File: src/rtl/dm_wb_cache_pkg.sv
// Shared types and address-field constants for the direct-mapped write-back cache.
// The index width is a module parameter, so the tag field position is derived in the top.
package dm_wb_cache_pkg;

    typedef enum logic [1:0] {
        COMPARE   = 2'd0,
        WRITEBACK = 2'd1,
        ALLOCATE  = 2'd2
    } state_e;

    localparam int ADDR_W  = 30;
    localparam int BLK_W   = 28;
    localparam int WORD_W  = 32;
    localparam int LINE_W  = 128;
    localparam int OFF_LSB = 0;
    localparam int OFF_W   = 2;
    localparam int IDX_LSB = OFF_LSB + OFF_W;

endpackage

File: src/rtl/dm_wb_cache_line_array.sv
// Valid/dirty/tag/data storage for the cache: one combinational read port and one
// write port doing either a word write (sets dirty), a line fill, or a dirty clear.
module cache_line_array
    import dm_wb_cache_pkg::*;
#(
    parameter int IDX_W = 3,
    parameter int TAG_W = 25
) (
    input  logic              clk,
    input  logic              rst,
    input  logic [IDX_W-1:0]  rd_idx,
    output logic              rd_valid,
    output logic              rd_dirty,
    output logic [TAG_W-1:0]  rd_tag,
    output logic [LINE_W-1:0] rd_data,
    input  logic [IDX_W-1:0]  wr_idx,
    input  logic              word_we,
    input  logic [OFF_W-1:0]  word_off,
    input  logic [WORD_W-1:0] word_data,
    input  logic              fill_we,
    input  logic [TAG_W-1:0]  fill_tag,
    input  logic [LINE_W-1:0] fill_data,
    input  logic              clean_we
);

    localparam int LINES = 2 ** IDX_W;

    logic [LINES-1:0]             valid_q, valid_d;
    logic [LINES-1:0]             dirty_q, dirty_d;
    logic [LINES-1:0][TAG_W-1:0]  tag_q, tag_d;
    logic [LINES-1:0][LINE_W-1:0] data_q, data_d;

    assign rd_valid = valid_q[rd_idx];
    assign rd_dirty = dirty_q[rd_idx];
    assign rd_tag   = tag_q[rd_idx];
    assign rd_data  = data_q[rd_idx];

    always_comb begin
        valid_d = valid_q;
        dirty_d = dirty_q;
        tag_d   = tag_q;
        data_d  = data_q;
        if (fill_we) begin
            valid_d[wr_idx] = 1'b1;
            dirty_d[wr_idx] = 1'b0;
            tag_d[wr_idx]   = fill_tag;
            data_d[wr_idx]  = fill_data;
        end else if (word_we) begin
            data_d[wr_idx][{word_off, 5'd0} +: WORD_W] = word_data;
            dirty_d[wr_idx] = 1'b1;
        end else if (clean_we) begin
            dirty_d[wr_idx] = 1'b0;
        end
    end

    always_ff @(posedge clk or posedge rst) begin
        if (rst) begin
            valid_q <= '0;
            dirty_q <= '0;
            tag_q   <= '0;
            data_q  <= '0;
        end else begin
            valid_q <= valid_d;
            dirty_q <= dirty_d;
            tag_q   <= tag_d;
            data_q  <= data_d;
        end
    end

endmodule

File: src/rtl/dm_wb_cache.sv
// Direct-mapped write-back/write-allocate cache between the pipeline's word port and
// a block-level slow memory. The missing index/tag is latched so address changes mid-stall are harmless.
module dm_wb_cache
    import dm_wb_cache_pkg::*;
#(
    parameter int IDX_W = 3,
    parameter int TAG_W = 25
) (
    input  logic              clk,
    input  logic              proc_reset,
    input  logic              proc_read,
    input  logic              proc_write,
    input  logic [ADDR_W-1:0] proc_addr,
    input  logic [WORD_W-1:0] proc_wdata,
    output logic [WORD_W-1:0] proc_rdata,
    output logic              proc_stall,
    output logic              mem_read,
    output logic              mem_write,
    output logic [BLK_W-1:0]  mem_addr,
    output logic [LINE_W-1:0] mem_wdata,
    input  logic [LINE_W-1:0] mem_rdata,
    input  logic              mem_ready
);

    localparam int TAG_LSB = IDX_LSB + IDX_W;

    logic [OFF_W-1:0]  req_off;
    logic [IDX_W-1:0]  req_idx;
    logic [TAG_W-1:0]  req_tag;
    logic              req, hit, in_cmp;
    logic              word_we, fill_we, clean_we;
    logic [IDX_W-1:0]  rd_idx;
    logic              rd_valid, rd_dirty;
    logic [TAG_W-1:0]  rd_tag;
    logic [LINE_W-1:0] rd_data;

    state_e            state_q, state_d;
    logic              mem_read_q, mem_read_d;
    logic              mem_write_q, mem_write_d;
    logic [BLK_W-1:0]  mem_addr_q, mem_addr_d;
    logic [IDX_W-1:0]  miss_idx_q, miss_idx_d;
    logic [TAG_W-1:0]  miss_tag_q, miss_tag_d;

    assign req_off = proc_addr[OFF_LSB +: OFF_W];
    assign req_idx = proc_addr[IDX_LSB +: IDX_W];
    assign req_tag = proc_addr[TAG_LSB +: TAG_W];

    assign in_cmp   = (state_q == COMPARE);
    // Outside COMPARE the array is steered to the latched miss line so the victim stays stable.
    assign rd_idx   = in_cmp ? req_idx : miss_idx_q;
    assign req      = proc_read || proc_write;
    assign hit      = rd_valid && (rd_tag == req_tag);
    assign word_we  = in_cmp && proc_write && hit;
    assign fill_we  = (state_q == ALLOCATE) && mem_ready;
    assign clean_we = (state_q == WRITEBACK) && mem_ready;

    assign proc_stall = !in_cmp || (req && !hit);
    assign proc_rdata = rd_data[{req_off, 5'd0} +: WORD_W];
    assign mem_read   = mem_read_q;
    assign mem_write  = mem_write_q;
    assign mem_addr   = mem_addr_q;
    assign mem_wdata  = rd_data;

    cache_line_array #(
        .IDX_W(IDX_W),
        .TAG_W(TAG_W)
    ) u_lines (
        .clk       (clk),
        .rst       (proc_reset),
        .rd_idx    (rd_idx),
        .rd_valid  (rd_valid),
        .rd_dirty  (rd_dirty),
        .rd_tag    (rd_tag),
        .rd_data   (rd_data),
        .wr_idx    (in_cmp ? req_idx : miss_idx_q),
        .word_we   (word_we),
        .word_off  (req_off),
        .word_data (proc_wdata),
        .fill_we   (fill_we),
        .fill_tag  (miss_tag_q),
        .fill_data (mem_rdata),
        .clean_we  (clean_we)
    );

    always_comb begin
        state_d     = state_q;
        mem_read_d  = mem_read_q;
        mem_write_d = mem_write_q;
        mem_addr_d  = mem_addr_q;
        miss_idx_d  = miss_idx_q;
        miss_tag_d  = miss_tag_q;
        case (state_q)
            COMPARE: begin
                if (req && !hit) begin
                    miss_idx_d = req_idx;
                    miss_tag_d = req_tag;
                    if (rd_valid && rd_dirty) begin
                        state_d     = WRITEBACK;
                        mem_write_d = 1'b1;
                        mem_addr_d  = {rd_tag, req_idx};
                    end else begin
                        state_d    = ALLOCATE;
                        mem_read_d = 1'b1;
                        mem_addr_d = {req_tag, req_idx};
                    end
                end
            end
            WRITEBACK: begin
                if (mem_ready) begin
                    state_d     = ALLOCATE;
                    mem_write_d = 1'b0;
                    mem_read_d  = 1'b1;
                    mem_addr_d  = {miss_tag_q, miss_idx_q};
                end
            end
            ALLOCATE: begin
                if (mem_ready) begin
                    state_d    = COMPARE;
                    mem_read_d = 1'b0;
                    mem_addr_d = '0;
                end
            end
            default: begin
                state_d     = COMPARE;
                mem_read_d  = 1'b0;
                mem_write_d = 1'b0;
                mem_addr_d  = '0;
            end
        endcase
    end

    always_ff @(posedge clk or posedge proc_reset) begin
        if (proc_reset) begin
            state_q     <= COMPARE;
            mem_read_q  <= 1'b0;
            mem_write_q <= 1'b0;
            mem_addr_q  <= '0;
            miss_idx_q  <= '0;
            miss_tag_q  <= '0;
        end else begin
            state_q     <= state_d;
            mem_read_q  <= mem_read_d;
            mem_write_q <= mem_write_d;
            mem_addr_q  <= mem_addr_d;
            miss_idx_q  <= miss_idx_d;
            miss_tag_q  <= miss_tag_d;
        end
    end

endmodule

File: config.mk
export PLATFORM = sky130hd
export DESIGN_NAME = dm_wb_cache
export DESIGN_NICKNAME = d
export VERILOG_FILES = /design/src/rtl/dm_wb_cache_pkg.sv /design/src/rtl/dm_wb_cache_line_array.sv /design/src/rtl/dm_wb_cache.sv
export SDC_FILE = /design/constraint.sdc
export NUM_CORES = 2
export LEC_CHECK = 0
export CORE_MARGIN = 3
export CORE_UTILIZATION = 65
export DETAILED_ROUTE_END_ITERATION = 10
export PLACE_DENSITY_LB_ADDON = 0.25
export SETUP_SLACK_MARGIN = 0.5
export SLEW_MARGIN = 20
export SYNTH_ARGS = -nofsm -noshare
export SYNTH_HDL_FRONTEND = slang
export SYNTH_HIERARCHICAL = 1
export SYNTH_SLANG_ARGS = --single-unit
export TNS_END_PERCENT = 20
File: constraint.sdc
create_clock -name clk -period 124.8 [get_ports clk]
set_input_delay 18.72 -clock clk [delete_from_list [all_inputs] [get_ports clk]]
set_output_delay 18.72 -clock clk [all_outputs]
set_load 0.05 [all_outputs]
==> reports/metrics.cfg <==
[clock_tree]
cts_hold_repair.buffers=0
cts_buffer_depth=3
cts_resized=0
cts_made_buffers=136
clk_latency_ns=0.76
post_cts_buffers=0
cts_tree=built
clk_pin_slew_ns=0.06
numClockSinks=1300
root_buffer=clkbuf_16
cts_max_level=4

[place]
pre_cts_ws_ns=81.79
dp_hpwl_um=148000
dp_cells=7405
placed_cell_area_um2=70300
globalplace.congestion=0.974
port_buffers=385

[sta]
max_freq_ghz=0.0232
max_slew_margin_pct=12.5
setup_violations=0
tns_ns=0
skew_ns=0.0267
setup_slack_ns=81.76
rsz0062_at_grt=no
finalHoldViolCount=0
fin_crit_sh_pct=34.5
period_needed_ns=43.04
maxSlewViolCount=0
worstMarginPinSlew_ns=1.31

[drt]
wl_um=262000
wl_per_cell_um=34.0
drc_errors=0
vias=59600
via_per_inst=7.74
drt_first_pass_iters=8
final_antenna_net_count=0
first_iter_violations=10900

[floorplan]
fp-row-count=116
die_w_um=326
io_pins=386
coreArea_um2=101000
die_h_um=326
initial_core_util_pct=66.1
dieArea_um2=106000

[global_route]
grt_pass1_wl_um=385000
grt_max_degree=259
grt_overflow=0
track_usage_pct=48.5
first_global_vias=59300
antenna_found_initial=65

[yosys]
synth_area_leaders=dfrtp_1 49%, mux4_2 12%, o21ai_0 8.7%, o211ai_1 8.6%, nand2_1 6.0%
seq_area_frac_synth_pct=48.8
synth_edf_count=0
synth_commonest_cells=1300 x dfrtp_1, 1165 x o21ai_0, 1066 x nand2_1
synth_fp_nets=6466
ys_async_sr_fraction_pct=100
synth_top_cell_by_area=dfrtp_1
ys.flop_type=dfrtp_1
netlist_area_um2=66700
yosys_warnings=6
synth-seq-cells=1300
post_synth.cell_area_avg_um2=10.6
synth_top_cell_area_share_pct=48.8
synth.most_common_cell=dfrtp_1
synthesis.instances=6266
yosysUniqueCellTypes=70

[layout]
final_nets=6388
final_cell_area_um2=75000
drive_gt1_share_pct=17.1
layout.cells.non_filler=7696
area_growth_pct=12.5

[outcome]
status=finished clean

[setup_path]
path_class=input port to primary output
required_ns=106.08
crit_path_start_kind=input port
crit_path_end_kind=primary output
cp.arrival_ns=24.32
crit_fanout=50

[power]
p_leak_nw=28.6
ir_worst_vdd_uv=25.3
powerDensity_nw_per_um2=26.5
finalPower_mw=1.99

[hold_path]
hold_class=flip-flop to flip-flop

[job]
maxCapViolCount=0

[critical path: stages]
cell and delay, ns:
clkdlybuf4s50_1 0.50, nand2_1 0.10, nand2_4 0.68, buf_4 0.88, buf_4 0.97, mux4_2 0.61
mux2_2 0.37, mux4_2 0.48, clkdlybuf4s50_1 0.89
[kinds of logic (layout without fill, tap and decap cells)]
logic type	Yosys count	after routing	synth area share (%)
AO/OA/AOI/OAI	2132	2132	19.5
XOR/XNOR	25	25	0.328
adder cells (fa/ha/maj)	5	5	0.0938
buffers and inverters	753	783	4.95
flip-flops	1300	1300	48.8
multiplexers	706	706	17.6
other	0	43	0
AND/OR/NAND/NOR	1345	1345	8.71
[layer usage]
layer  GRT usage (%)  share of wire (%)  vias to the layer above
met4            36.6                9.1                       62
met2            65.4                 41                     5782
met5            2.22               0.29                        -
met3            25.4                 18                     1536
li1                -                  -                    23000
met1            58.7                 32                    29200
[worst paths after layout]
check,startpoint,endpoint,slack [ns],cells after the start
max,proc_addr[2],proc_rdata[24],81.76,9
min,u_lines/valid_q[6]$_DFFE_PP0P_,u_lines/valid_q[6]$_DFFE_PP0P_,0.46,1
max reg2reg,state_q[0]$_DFFE_PP0P_,u_lines/data_q[319]$_DFFE_PP0P_,115.98,15
min reg2reg,u_lines/valid_q[6]$_DFFE_PP0P_,u_lines/valid_q[6]$_DFFE_PP0P_,0.46,1
max in group asynchronous,proc_reset,u_lines/data_q[172]$_DFFE_PP0P_,102.17,6
min in group asynchronous,proc_reset,u_lines/tag_q[137]$_DFFE_PP0P_,18.54,2
[power by group]
| part | switching [mW] | leakage [nW] | internal [mW] |
|---|---|---|---|
| Sequential | 0.105 | 16.4 | 0.610 |
| Combinational | 0.522 | 9.96 | 0.332 |
| Clock | 0.176 | 2.27 | 0.242 |
[sequential cells by signal, summed over array words and instances (netlist names), named ones only]
register and flops:
mem_read 1, mem_write 1, state_q 2, u_lines/tag_q 200, miss_idx_q 3, u_lines/valid_q 8, u_lines/data_q 1024, mem_addr 28
miss_tag_q 25
[cell type report]
class	count	area, um^2
Clock inverter	56	568
Sequential cell	1300	32500
Tap cell	1357	1700
Multi-Input combinational cell	4213	31200
Inverter	46	180
Clock buffer	190	3980
Timing Repair Buffer	491	4760
Fill cell	6564	25900
Antenna cell	43	108
[cell usage in the layout, fill, tap and decap left out, types with 7 or more instances in the layout]
| cell | Yosys | final |
|---|---|---|
| bufinv_16 | 0 | 9 |
| and3b_1 | 27 | 27 |
| and2_1 | 7 | 7 |
| nand2b_1 | 9 | 9 |
| clkinv_2 | 0 | 34 |
| a22oi_1 | 68 | 68 |
| or2_2 | 10 | 13 |
| mux2i_1 | 28 | 28 |
| buf_12 | 0 | 7 |
| nand2_1 | 1066 | 1063 |
| o21ai_1 | 36 | 36 |
| inv_1 | 46 | 44 |
| nor2_1 | 16 | 12 |
| clkbuf_16 | 0 | 141 |
| nand3_1 | 78 | 64 |
| o221ai_1 | 34 | 34 |
| a32oi_1 | 7 | 7 |
| or3_1 | 20 | 19 |
| clkbuf_8 | 0 | 27 |
| nor2b_1 | 27 | 26 |
| clkbuf_1 | 451 | 22 |
| diode_2 | 0 | 43 |
| nand3_2 | 0 | 10 |
| buf_4 | 67 | 96 |
| inv_6 | 0 | 7 |
| xor2_1 | 12 | 12 |
| nand4_1 | 38 | 38 |
| a21oi_1 | 34 | 30 |
| xnor2_1 | 13 | 13 |
| o211ai_1 | 762 | 762 |
| mux4_2 | 342 | 342 |
| mux2_2 | 335 | 335 |
| clkdlybuf4s50_1 | 0 | 383 |
| dfrtp_1 | 1300 | 1300 |
| o21ai_0 | 1165 | 1165 |
[per-stage QoR]
stage                     hold WS, ns  util (%)
after floorplan                 0.429         -
after global placement          0.444      69.7
after detailed placement        0.450      69.7
after CTS                       0.465      74.2
after global routing            0.490      74.3
final                           0.464      74.4
Power figures use the tool's default switching activity.
